`src/rtl/myo_pkg.sv`:
```
`timescale 1ns/1ps
// Shared state encoding and frame word map for the myo motor board sequencer.
package myo_pkg;

  typedef enum logic [2:0] {
    IDLE,
    LOAD,
    WRITE,
    WAIT_RX,
    DONE
  } state_t;

  // Receive word positions inside a frame; rx word 0 is the board's dummy.
  localparam int RX_POS_HI = 1;
  localparam int RX_POS_LO = 2;
  localparam int RX_VEL    = 3;
  localparam int RX_CUR    = 4;
  localparam int RX_DISP   = 5;

  localparam int TX_PWM  = 1;
  localparam int TX_CTRL = 2;

  localparam logic [15:0] HEADER_DEFAULT = 16'h8000;

endpackage

```
`src/rtl/myo_period_timer.sv`:
```
`timescale 1ns/1ps
// Free-running period counter that emits a one-cycle auto request every
// PERIOD_CYCLES clocks while enabled.
module myo_period_timer #(
  parameter int PERIOD_CYCLES = 50000
) (
  input  logic clk,
  input  logic reset,
  input  logic enable,
  output logic tick
);

  localparam int CNT_W = (PERIOD_CYCLES > 1) ? $clog2(PERIOD_CYCLES) : 1;

  logic [CNT_W-1:0] count;

  assign tick = enable && (count == CNT_W'(PERIOD_CYCLES - 1));

  // Dropping enable restarts the period from zero on the next enable.
  always_ff @(posedge clk) begin
    if (reset || !enable) begin
      count <= '0;
    end else if (tick) begin
      count <= '0;
    end else begin
      count <= count + 1'b1;
    end
  end

endmodule

```
`src/rtl/myo_frame_sequencer.sv`:
```
`timescale 1ns/1ps
// Frame sequencer feeding the SPI master's parallel write port and collecting
// the full-duplex receive words into atomically published motor status.
module myo_frame_sequencer
  import myo_pkg::*;
#(
  parameter int                DATA_W         = 16,
  parameter int                FRAME_WORDS    = 8,
  parameter int                PERIOD_CYCLES  = 50000,
  parameter int                TIMEOUT_CYCLES = 4096,
  parameter logic [DATA_W-1:0] HEADER         = DATA_W'(HEADER_DEFAULT)
) (
  input  logic                clk,
  input  logic                reset,
  input  logic                enable,
  input  logic                trigger,
  input  logic [DATA_W-1:0]   pwm_ref,
  input  logic [DATA_W-1:0]   ctrl_flags,
  input  logic                di_req_i,
  output logic [DATA_W-1:0]   di_o,
  output logic                wren_o,
  input  logic                wr_ack_i,
  input  logic                do_valid_i,
  input  logic [DATA_W-1:0]   do_i,
  output logic [2*DATA_W-1:0] position,
  output logic [DATA_W-1:0]   velocity,
  output logic [DATA_W-1:0]   current,
  output logic [DATA_W-1:0]   displacement,
  output logic                status_valid,
  output logic                busy,
  output logic                overrun,
  output logic                timeout_err,
  output logic [15:0]         frame_count
);

  localparam int IDX_W = $clog2(FRAME_WORDS);
  localparam int TMO_W = $clog2(TIMEOUT_CYCLES + 1);

  state_t             state;
  logic [IDX_W-1:0]   tx_idx;
  logic [IDX_W-1:0]   rx_idx;
  logic [DATA_W-1:0]  pwm_lat;
  logic [DATA_W-1:0]  ctrl_lat;
  logic [DATA_W-1:0]  tx_word;
  logic [DATA_W-1:0]  shadow [RX_POS_HI:RX_DISP];
  logic               do_valid_q;
  logic [TMO_W-1:0]   tmo_cnt;
  logic               auto_req;
  logic               start_req;
  logic               rx_edge;
  logic               tmo_hit;

  myo_period_timer #(
    .PERIOD_CYCLES(PERIOD_CYCLES)
  ) u_period_timer (
    .clk   (clk),
    .reset (reset),
    .enable(enable),
    .tick  (auto_req)
  );

  assign start_req = trigger || auto_req;
  assign rx_edge   = do_valid_i && !do_valid_q;
  assign tmo_hit   = (tmo_cnt == TMO_W'(TIMEOUT_CYCLES - 1));

  always_comb begin
    tx_word = '0;
    if (tx_idx == '0) begin
      tx_word = HEADER;
    end else if (tx_idx == IDX_W'(TX_PWM)) begin
      tx_word = pwm_lat;
    end else if (tx_idx == IDX_W'(TX_CTRL)) begin
      tx_word = ctrl_lat;
    end
  end

  // Every transition clears tmo_cnt, so it measures time spent in the current state.
  always_ff @(posedge clk) begin
    if (reset) begin
      state        <= IDLE;
      tx_idx       <= '0;
      rx_idx       <= '0;
      pwm_lat      <= '0;
      ctrl_lat     <= '0;
      for (int i = RX_POS_HI; i <= RX_DISP; i++) begin
        shadow[i] <= '0;
      end
      do_valid_q   <= 1'b0;
      tmo_cnt      <= '0;
      di_o         <= '0;
      wren_o       <= 1'b0;
      position     <= '0;
      velocity     <= '0;
      current      <= '0;
      displacement <= '0;
      status_valid <= 1'b0;
      busy         <= 1'b0;
      overrun      <= 1'b0;
      timeout_err  <= 1'b0;
      frame_count  <= '0;
    end else begin
      do_valid_q   <= do_valid_i;
      status_valid <= 1'b0;
      overrun      <= start_req && busy;
      tmo_cnt      <= tmo_cnt + 1'b1;

      case (state)
        IDLE: begin
          wren_o  <= 1'b0;
          tmo_cnt <= '0;
          if (start_req) begin
            pwm_lat  <= pwm_ref;
            ctrl_lat <= ctrl_flags;
            tx_idx   <= '0;
            rx_idx   <= '0;
            busy     <= 1'b1;
            state    <= LOAD;
          end
        end

        LOAD: begin
          if (di_req_i) begin
            di_o    <= tx_word;
            wren_o  <= 1'b1;
            tmo_cnt <= '0;
            state   <= WRITE;
          end else if (tmo_hit) begin
            wren_o      <= 1'b0;
            timeout_err <= 1'b1;
            busy        <= 1'b0;
            tmo_cnt     <= '0;
            state       <= IDLE;
          end
        end

        WRITE: begin
          if (wr_ack_i) begin
            wren_o  <= 1'b0;
            tx_idx  <= tx_idx + 1'b1;
            tmo_cnt <= '0;
            state   <= WAIT_RX;
          end else if (tmo_hit) begin
            wren_o      <= 1'b0;
            timeout_err <= 1'b1;
            busy        <= 1'b0;
            tmo_cnt     <= '0;
            state       <= IDLE;
          end
        end

        // Word 0 and words past the status block are received but not kept.
        WAIT_RX: begin
          if (rx_edge) begin
            if (rx_idx >= IDX_W'(RX_POS_HI) && rx_idx <= IDX_W'(RX_DISP)) begin
              shadow[rx_idx] <= do_i;
            end
            rx_idx  <= rx_idx + 1'b1;
            tmo_cnt <= '0;
            if (rx_idx == IDX_W'(FRAME_WORDS - 1)) begin
              state <= DONE;
            end else begin
              state <= LOAD;
            end
          end else if (tmo_hit) begin
            wren_o      <= 1'b0;
            timeout_err <= 1'b1;
            busy        <= 1'b0;
            tmo_cnt     <= '0;
            state       <= IDLE;
          end
        end

        DONE: begin
          position     <= {shadow[RX_POS_HI], shadow[RX_POS_LO]};
          velocity     <= shadow[RX_VEL];
          current      <= shadow[RX_CUR];
          displacement <= shadow[RX_DISP];
          status_valid <= 1'b1;
          frame_count  <= frame_count + 1'b1;
          timeout_err  <= 1'b0;
          busy         <= 1'b0;
          tmo_cnt      <= '0;
          state        <= IDLE;
        end

        default: begin
          wren_o  <= 1'b0;
          busy    <= 1'b0;
          tmo_cnt <= '0;
          state   <= IDLE;
        end
      endcase
    end
  end

endmodule

```
`config.mk`:
```
export PLATFORM = sky130hd
export DESIGN_NAME = myo_frame_sequencer
export DESIGN_NICKNAME = d
export VERILOG_FILES = /design/src/rtl/myo_pkg.sv /design/src/rtl/myo_period_timer.sv /design/src/rtl/myo_frame_sequencer.sv
export SDC_FILE = /design/constraint.sdc
export NUM_CORES = 1
export LEC_CHECK = 0
export CORE_ASPECT_RATIO = 1.75
export CORE_MARGIN = 2
export CORE_UTILIZATION = 48
export CTS_CLUSTER_DIAMETER = 60
export DETAILED_ROUTE_END_ITERATION = 8
export PLACE_DENSITY = 0.73
export SYNTH_ARGS = -nofsm -noshare
export SYNTH_HDL_FRONTEND = slang
export SYNTH_SLANG_ARGS = --single-unit
export TNS_END_PERCENT = 30
```
`constraint.sdc`:
```
create_clock -name clk -period 2.1 [get_ports clk]
set_input_delay 0.21 -clock clk [delete_from_list [all_inputs] [get_ports clk]]
set_output_delay 0.21 -clock clk [all_outputs]
set_load 0.005 [all_outputs]
```
==> metrics.csv <==
metric,value,unit
router iterations before antenna repair,4,
Residual DRC,0,
# rows,72,
Die Ht,202,um
status,finished clean,
num ports,172,
clock latency at the later pin of the worst-skew pair,0.51,ns
"top cells by area, synth","dfxtp_1 (35%), edfxtp_1 (22%), nand2_1 (6.2%)",
Max Cap Viol,0,
multi-input logic area,4260,um^2
"reg-to-reg slack, setup",0.15,ns
leakage,4.83,nW
Final Hold Violating Endpoints,0,
largest net degree at the start of global routing,71,
post-synthesis register bit count,268,
R2R depth,6,
H-tree depth,1,
Mean Syn Cell Area,10.2,um^2
NetSw,2.24,mW
Synth top area share,35.0,%
Reg-to-Reg End,ctrl_lat[3],
YS warnings,0,
hold path cells,3,
sw frac,21.1,%
post-cts repair resize count,0,
CP Capture Type,register,
Synth async-reset ratio,0,%
Buffers on Ports,171,
Final setup viols,0,
Worst IR Drop VDD,0.000622,V
clk slew on worst S/H paths,0.07,ns
detailed placement HPWL,17100,um
ys flop type,dfxtp_1,
hold path start,reset,
cell accounting for the most synthesized area,dfxtp_1,
Post-CTS Setup Inserts,0,
Initial DRC Count,404,
post-route ant nets,0,
number of global-route vias before repair,7826,
final wirelength,24200,um
crit path launch type,register,
initial core utilization,48.7,%
sequential power share,51.7,%
fin crit share,92.7,%
Cell variety after synth,66,
GPL Wtd Cong,0.809,
unrepaired setup endpoints after global routing,false,
origin of the critical flop-to-flop path,u_period_timer.count[0],
CTS tree,built,
required time of the critical path,2.53,ns
All-Layer GR Usage,20.7,%
critical path type,register to register,
placed insts,1497,
Critical Path AT,2.38,ns
drt wl/cell,15.7,um
Clock Power Share,43.0,%
Worst Skew,0.00817,ns
most frequent cells in the layout,"dfxtp_1 (188), nand2_1 (176), clkdlybuf4s50_1 (170), a21oi_1 (96), and2_1 (82)",
initial antenna violation count,1,
final slew viol count,0,
first-pass GRT wire length,39000,um
biggest regs,"shadow: 80 flops, position: 32 flops",
HP Class,input pin to register,
worst hold path endpoint,di_o[10],
FF/Latch Area,6170,um^2
Fmax,514,MHz
number of flip-flops in the largest register,80,
"Cell Area, Synth",10700,um^2
TritonCTS Sinks,268,
Filler cells,1832,
Via-to-Cell Ratio,5.10,
fraction of layout cells with a size suffix above 1,9.16,%
"most common cell after layout, fill and taps aside",dfxtp_1,
CTS buffer count,24,
Total Power,10.6,mW
Largest Register,shadow,
Layout Cells excl Fill,1542,
routed via count,7871,
final net count,1292,
Int Power,8.40,mW
chip width,117,um
Combinational Power Share,5.3,%
Final WS setup,0.153,ns
area of the core,22100,um^2
Mapped Cells,1054,
Rel. slew slack,60.9,%
"EDFF count, synth",80,
Final Critical Period,1.95,ns
pre-CTS setup slack,0.0338,ns
Final Util,62.5,%
pwr/cell area,772,nW/um^2
final setup TNS,0,ns
Syn Nets,1119,
Root Buffer,clkbuf_16,
gr ovfl total,0,
die area,23700,um^2
worst-path maximum fanout,23,
worst-case clock buffer depth,3,
Tightest Pin Transition,0.587,ns
sequential fraction of the synthesis area,57.4,%
Area Overhead vs Synth,28.2,%
# hold bufs at CTS,0,
==> metrics by stage <==
| stage | hold slack [ns] | instance area [um^2] |
|---|---|---|
| floorplan | 0.338 | 10700 |
| global placement | 0.436 | 12900 |
| detailed placement | 0.447 | 12900 |
| CTS | 0.150 | 13800 |
| global route | 0.177 | 13800 |
| finish | 0.167 | 13800 |
==> cells by family after synthesis <==
family          after synthesis  synth area share, %
compound gates              151                 8.53
xor+xnor                     32                 2.61
fa+ha+maj                    10                 1.16
buf+inv                      75                 3.08
flops                       268                 57.4
mux                          32                 2.98
simple gates                486                 24.3
==> worst max-delay path by stage <==
stage                     to  slack [ns]                    start
2_1_floorplan   shadow[2][0]        0.13                 state[2]
3_3_place_gp   shadow[5][13]        0.06               do_valid_i
3_5_place_dp   shadow[5][11]        0.03               do_valid_i
4_1_cts          ctrl_lat[3]        0.14  u_period_timer.count[0]
5_1_grt        shadow[5][15]        0.04                 state[1]
6_report         ctrl_lat[3]        0.15  u_period_timer.count[0]
==> worst max-delay path, cell delays in order, from the launching register on <==
cell,delay [ns]
dfxtp_1,0.36
ha_1,0.23
and4_1,0.31
a41oi_2,0.20
nor2_4,0.26
buf_12,0.23
mux2i_1,0.23
==> cell type report <==
type / instances / share of cell area (%)
flip-flops and latches: 268 / 44.7
multi-input cells: 711 / 30.9
repair buffers: 210 / 15.2
clock buffers: 31 / 5.00
well taps: 296 / 2.69
clock inverters: 13 / 1.05
inverters: 12 / 0.327
diodes: 1 / 0.0182
==> cell usage after synthesis (7+ instances only) <==
cell type,n
dfxtp_1,188
a22o_1,15
nor2_2,8
nand4_1,13
nor3_1,8
edfxtp_1,80
buf_4,7
mux2i_1,32
buf_2,9
nand2b_1,65
a22oi_1,16
nand3_1,16
xnor2_1,15
or3_1,7
a21oi_1,96
ha_1,10
nor2_1,55
inv_1,12
clkbuf_1,38
nand2_1,177
and2_1,82
xor2_1,17
==> per-layer routing <==
layer / global-route usage (%) / part of all wire, % / vias to the layer above
met3: 3.48 / 4.9 / 46
met2: 39.4 / 55 / 193
li1: - / - / 3918
met5: 0 / 0 / -
met4: 6.97 / 3.1 / 0
met1: 22.4 / 37 / 3714
==> power by group through the flow <==
stage	logic, mW	registers (mW)	clock network, mW
2_1_floorplan	0.320	5.60	0
3_3_place_gp	0.569	5.61	0
3_5_place_dp	0.573	5.61	0
4_1_cts	0.577	5.50	4.67
5_1_grt	0.618	5.51	4.86
6_report	0.569	5.50	4.57
No activity file was read; power rests on OpenSTA's default activity.
